==> config.mk <==
export PLATFORM = sky130hd
export DESIGN_NAME = mem_port_arbiter
export DESIGN_NICKNAME = d
export VERILOG_FILES = /design/src/rtl/mem_port_arbiter_pkg.sv /design/src/rtl/mem_port_arbiter.sv
export SDC_FILE = /design/constraint.sdc
export NUM_CORES = 1
export LEC_CHECK = 0
export CELL_PAD_IN_SITES_DETAIL_PLACEMENT = 1
export CELL_PAD_IN_SITES_GLOBAL_PLACEMENT = 1
export CORE_AREA = 2 2 143 145
export CTS_BUF_LIST = sky130_fd_sc_hd__clkbuf_2
export DETAILED_ROUTE_END_ITERATION = 6
export DIE_AREA = 0 0 145 147
export PLACE_DENSITY = 0.95
export REMOVE_ABC_BUFFERS = 1
export SETUP_SLACK_MARGIN = 0.5
export SLEW_MARGIN = 15
export SYNTH_ARGS = -nofsm -noshare
export SYNTH_HDL_FRONTEND = slang
export SYNTH_SLANG_ARGS = --single-unit
==> constraint.sdc <==
create_clock -name clk -period 3.7 [get_ports clk]
set_clock_uncertainty 0.05 [all_clocks]
set_input_delay 0.74 -clock clk [delete_from_list [all_inputs] [get_ports clk]]
set_output_delay 0.74 -clock clk [all_outputs]
set_load 0.005 [all_outputs]
==> src/rtl/mem_port_arbiter_pkg.sv <==
// ============================================================================
// Module      : mem_port_arbiter_pkg
// Description : Shared types and width defaults for the memory port arbiter.
// Revision    : 1.0 - initial release
// ============================================================================
`default_nettype none

package mem_port_arbiter_pkg;

  localparam int DEF_ADDR_W = 32;
  localparam int DEF_DATA_W = 32;

  typedef enum logic [0:0] {
    IDLE   = 1'b0,
    ACCESS = 1'b1
  } arb_state_t;

  typedef enum logic [0:0] {
    OWN_CORE = 1'b0,
    OWN_DBG  = 1'b1
  } owner_t;

endpackage

`default_nettype wire

==> src/rtl/mem_port_arbiter.sv <==
// ============================================================================
// Module      : mem_port_arbiter
// Description : Two-port (core / loader) arbiter for a single unified memory,
//               one transaction in flight, core priority with loader anti-starvation.
// Revision    : 1.0 - initial release
// ============================================================================
`default_nettype none

module mem_port_arbiter
  import mem_port_arbiter_pkg::*;
#(
  parameter int ADDR_W     = DEF_ADDR_W,
  parameter int DATA_W     = DEF_DATA_W,
  parameter int MEM_LAT    = 1,
  parameter int STARVE_MAX = 4
) (
  input  logic              clk,
  input  logic              reset,
  input  logic              c_req,
  input  logic              c_we,
  input  logic [ADDR_W-1:0] c_addr,
  input  logic [DATA_W-1:0] c_wdata,
  output logic              c_gnt,
  output logic              c_done,
  output logic [DATA_W-1:0] c_rdata,
  output logic              core_stall,
  input  logic              d_req,
  input  logic              d_we,
  input  logic [ADDR_W-1:0] d_addr,
  input  logic [DATA_W-1:0] d_wdata,
  output logic              d_gnt,
  output logic              d_done,
  output logic [DATA_W-1:0] d_rdata,
  output logic [ADDR_W-1:0] mem_addr,
  output logic [DATA_W-1:0] mem_wdata,
  output logic              mem_we,
  input  logic [DATA_W-1:0] mem_rdata,
  output logic              busy
);

  localparam int CNT_W    = (MEM_LAT > 1) ? $clog2(MEM_LAT) : 1;
  localparam int STARVE_W = $clog2(STARVE_MAX + 1);
  localparam logic [CNT_W-1:0]    CNT_INIT   = CNT_W'(MEM_LAT - 1);
  localparam logic [STARVE_W-1:0] STARVE_TOP = STARVE_W'(STARVE_MAX);

  arb_state_t          state_q, state_d;
  owner_t              owner_q, owner_d;
  logic                we_q, we_d;
  logic [ADDR_W-1:0]   addr_q, addr_d;
  logic [DATA_W-1:0]   wdata_q, wdata_d;
  logic [CNT_W-1:0]    cnt_q, cnt_d;
  logic [STARVE_W-1:0] starve_q, starve_d;
  logic                c_done_q, c_done_d;
  logic                d_done_q, d_done_d;
  logic                mem_we_q, mem_we_d;
  logic [DATA_W-1:0]   c_rdata_q, c_rdata_d;
  logic [DATA_W-1:0]   d_rdata_q, d_rdata_d;

  logic idle_ok;
  logic d_win;
  logic c_win;

  // Grants are decided combinationally in IDLE so the access starts on the very next cycle.
  assign idle_ok = (state_q == IDLE) && !reset;
  assign d_win   = idle_ok && d_req && ((starve_q == STARVE_TOP) || !c_req);
  assign c_win   = idle_ok && c_req && !d_win;

  always_comb begin
    state_d   = state_q;
    owner_d   = owner_q;
    we_d      = we_q;
    addr_d    = addr_q;
    wdata_d   = wdata_q;
    cnt_d     = cnt_q;
    starve_d  = starve_q;
    c_done_d  = 1'b0;
    d_done_d  = 1'b0;
    mem_we_d  = 1'b0;
    c_rdata_d = c_rdata_q;
    d_rdata_d = d_rdata_q;

    case (state_q)
      IDLE: begin
        if (c_win || d_win) begin
          owner_d  = d_win ? OWN_DBG : OWN_CORE;
          we_d     = d_win ? d_we    : c_we;
          addr_d   = d_win ? d_addr  : c_addr;
          wdata_d  = d_win ? d_wdata : c_wdata;
          mem_we_d = d_win ? d_we    : c_we;
          cnt_d    = CNT_INIT;
          state_d  = ACCESS;
        end
      end
      ACCESS: begin
        if (cnt_q == '0) begin
          state_d = IDLE;
          if (owner_q == OWN_DBG) begin
            d_done_d = 1'b1;
            if (!we_q) d_rdata_d = mem_rdata;
          end else begin
            c_done_d = 1'b1;
            if (!we_q) c_rdata_d = mem_rdata;
          end
        end else begin
          cnt_d = cnt_q - 1'b1;
        end
      end
      default: state_d = IDLE;
    endcase

    // A waiting loader ages in both states; in IDLE d_win is only true when it is granted.
    if (d_win) begin
      starve_d = '0;
    end else if (d_req && (starve_q != STARVE_TOP)) begin
      starve_d = starve_q + 1'b1;
    end
  end

  always_ff @(posedge clk) begin
    if (reset) begin
      state_q   <= IDLE;
      owner_q   <= OWN_CORE;
      we_q      <= 1'b0;
      addr_q    <= '0;
      wdata_q   <= '0;
      cnt_q     <= '0;
      starve_q  <= '0;
      c_done_q  <= 1'b0;
      d_done_q  <= 1'b0;
      mem_we_q  <= 1'b0;
      c_rdata_q <= '0;
      d_rdata_q <= '0;
    end else begin
      state_q   <= state_d;
      owner_q   <= owner_d;
      we_q      <= we_d;
      addr_q    <= addr_d;
      wdata_q   <= wdata_d;
      cnt_q     <= cnt_d;
      starve_q  <= starve_d;
      c_done_q  <= c_done_d;
      d_done_q  <= d_done_d;
      mem_we_q  <= mem_we_d;
      c_rdata_q <= c_rdata_d;
      d_rdata_q <= d_rdata_d;
    end
  end

  assign c_gnt      = c_win;
  assign d_gnt      = d_win;
  assign c_done     = c_done_q;
  assign d_done     = d_done_q;
  assign c_rdata    = c_rdata_q;
  assign d_rdata    = d_rdata_q;
  assign core_stall = c_req && !c_done_q;
  assign mem_addr   = addr_q;
  assign mem_wdata  = wdata_q;
  assign mem_we     = mem_we_q;
  assign busy       = (state_q == ACCESS);

endmodule

`default_nettype wire

==> run_results.csv <==
group,metric,value,unit
timing,timing_worst_slew_pin_value,918,ps
setup_path,r2r_start,"starve_q[0]",
setup_path,worstSetupStartpoint,"c_req",
timing,finalCritPeriodShare,81.2,%
global_routing,grt_first_pass_wirelength,40200,um
setup_path,crit_path_end_kind,"output pin",
global_routing,grt.overflow.total,0,
setup_path,critPathLaunchType,"primary input",
die,rows,52,
power_and_ir_drop,p_per_area,349,mW/mm2
timing,maxSlewHeadroom,38.8,%
placed_design,gp_routability_congestion,0.754,
min_path,hp-start,"d_req",
detailed_routing,ant_nets,0,
finish,final_core_util,48.5,%
setup_path,crit_type,"primary input to output pin",
clocking,clock_latency,710,ps
setup_path,reg2reg_to,"mem_wdata[19]",
finish,area_growth,53.4,%
timing,fin_ws,695,ps
placed_design,hpwlAfterDp,17100,um
yosys,synth_cell_types,37,
clocking,cts-root-buf,"clkbuf_2",
detailed_routing,drt_iter0_markers,315,
die,die-area,0.0213,mm2
die,die_h,147,um
min_path,hold_class,"primary input to register",
detailed_routing,drt_first_pass_iters,4,
clocking,cts_tree,"yes",
yosys,avgSynthCellArea,8.74,um2
die,core,0.0198,mm2
global_routing,met1_usage,28.6,%
global_routing,antenna_found_initial,1,
global_routing,busiest_layer,"met2",
global_routing,track_usage,23.6,%
setup_path,ff2ff_setup_slack,1340,ps
placed_design,portBuffers,300,
power_and_ir_drop,peakVddDrop,149,uV
detailed_routing,wire_per_inst,20.6,um
outcome,status,"finished, final reports clean",
die,io_pins,301,
yosys,postSynthCellCount,717,
timing,setup_viol_count_final,0,
yosys,ys_ff_latch,137,
min_path,holdPathEnd,"owner_q",
min_path,hold_depth,3,
flow_run,maxCapViolCount,0,
timing,holdWs,296,ps
detailed_routing,drc,0,
setup_path,worstPathRequired,2910,ps
clocking,htreeDepth,4,
clocking,cts.sinks,137,
timing,slew_violations,0,
detailed_routing,vias,6829,
clocking,cts_buffer_depth,2,
clocking,numCtsBuffers,17,
detailed_routing,wl,25700,um
die,start_util,31.6,%
setup_path,ff2ff_path_depth,6,
power_and_ir_drop,total_power,0.00336,W
timing,period_minus_slack,3010,ps
power_and_ir_drop,p_leak,3.06,nW
global_routing,use_met2,41.0,%
yosys,synth.yosys.warnings,0,
yosys,yosysSeqAreaShare,43.8,%
global_routing,grt_max_degree,134,
global_routing,use_met3,6.09,%
clocking,clk_pin_slew_worst_paths,270,ps
placed_design,post-place-ws,488,ps
timing,max_freq,333,MHz
timing,hold_viol,0,
global_routing,first_global_vias,7221,
detailed_routing,viasPerCell,5.49,
timing,rsz0062_at_grt,"false",
die,die_w,145,um
finish,nets,1128,
yosys,netlist_area,0.00627,mm2
finish,drive_gt1_share,9.25,%
setup_path,path_max_fanout,6,
setup_path,arrival,2220,ps
worst max-delay path by stage:
stage / end / slack, ps / cells past startpoint
final: d_gnt / 690 / 5
after global routing: d_gnt / 510 / 6
after CTS: d_gnt / 560 / 6
after detailed placement: c_gnt / 490 / 5
after global placement: c_gnt / 520 / 5
after floorplan: we_q / -1620 / 3
layer usage:
metal | vias to the layer above | part of all wire (%)
li1 | 3200 | -
met1 | 3317 | 42
met2 | 284 | 49
met3 | 28 | 6.6
met4 | 0 | 2.0
met5 | - | 0
power breakdown:
part           leakage [nW]  switching, W  internal, W
sequential             1.12     0.0000545      0.00157
combinational          1.80      0.000367     0.000423
clock                 0.141      0.000672     0.000269
cell families after synthesis:
kind of cell             after synthesis  synth area share [%]
adder cells (fa/ha/maj)                2                 0.399
multiplexers                           1                 0.160
flip-flops                           137                  43.8
AO/OA/AOI/OAI                        203                  23.0
XOR/XNOR                               1                 0.140
buffers and inverters                 98                  7.49
AND/OR/NAND/NOR                      275                  25.1
placed cells by master (no fill, tap or decap), types with 3 or more instances in the layout:
cell             count
clkdlybuf4s50_1    297
dfxtp_1            135
a21oi_1            131
nand2_1            128
nor4b_1             64
nor4_1              64
a2111oi_0           36
a2111oi_2           26
clkbuf_2            17
buf_4               15
inv_6                5
inv_1                4
buf_12               4
and3_1               3
clkinv_4             3
synthesized netlist by cell type (all sizes together):
| master | count | area share, % |
|---|---|---|
| nor3 | 2 | 0.16 |
| ha | 2 | 0.40 |
| a21oi | 131 | 10 |
| a21bo | 1 | 0.16 |
| xnor2 | 1 | 0.14 |
| nor2b | 1 | 0.10 |
| nand3 | 1 | 0.080 |
| a21boi | 3 | 0.36 |
| a311oi | 1 | 0.14 |
| buf | 41 | 4.0 |
| and3b | 1 | 0.14 |
| inv | 5 | 0.30 |
| and3 | 3 | 0.30 |
| or3b | 2 | 0.28 |
| nor4b | 64 | 8.9 |
| a2111oi | 64 | 12 |
| mux2i | 1 | 0.16 |
| dfxtp | 137 | 44 |
| nand2 | 128 | 7.7 |
| nor3b | 2 | 0.32 |
| nor2 | 3 | 0.22 |
| o211a | 1 | 0.16 |
| clkbuf | 52 | 3.2 |
| nand3b | 1 | 0.12 |
| o21ai | 2 | 0.16 |
| nand4 | 1 | 0.10 |
| or2 | 2 | 0.24 |
| nor4 | 64 | 6.4 |
cell type report:
class	count	area (um2)
inverter	5	18.8
timing repair buffer	317	3170
antenna	1	2.50
clock buffer	17	85.1
multi-input combinational	482	3090
tap	270	338
fill	2286	10200
clock inverter	15	158
sequential	137	2750
flip-flops by register name (all words and copies together) (netlist names):
name       count
mem_we         1
mem_wdata     32
we_q           1
d_rdata       32
owner_q        1
d_done         1
c_done         1
c_rdata       32
busy           1
starve_q       3
mem_addr      32
worst max-delay path, cell delays in order:
cell and delay (ps):
clkdlybuf4s50_1 510, a21bo_2 260, nand3_2 110, inv_2 100, clkdlybuf4s50_1 500
through the flow:
| stage | TNS, ps | std cells | cell area [um2] |
|---|---|---|---|
| 4_1_cts | 0 | 1243 | 9610 |
| 2_1_floorplan | -77540 | 624 | 5820 |
| 3_3_place_gp | 0 | 1209 | 9350 |
| 5_1_grt | 0 | 1244 | 9620 |
| 3_5_place_dp | 0 | 1209 | 9350 |
| 6_report | 0 | 1244 | 9620 |
what timing repair did:
item                                    4_1_cts  5_1_grt
endpoints found under the setup margin        2        1
gates resized for setup                       5        1
hold buffers                                  0        0
pin swaps                                     0        0
endpoints found under the hold margin         0        0
setup buffers                                 2        0
(Power assumes the default switching activity.)
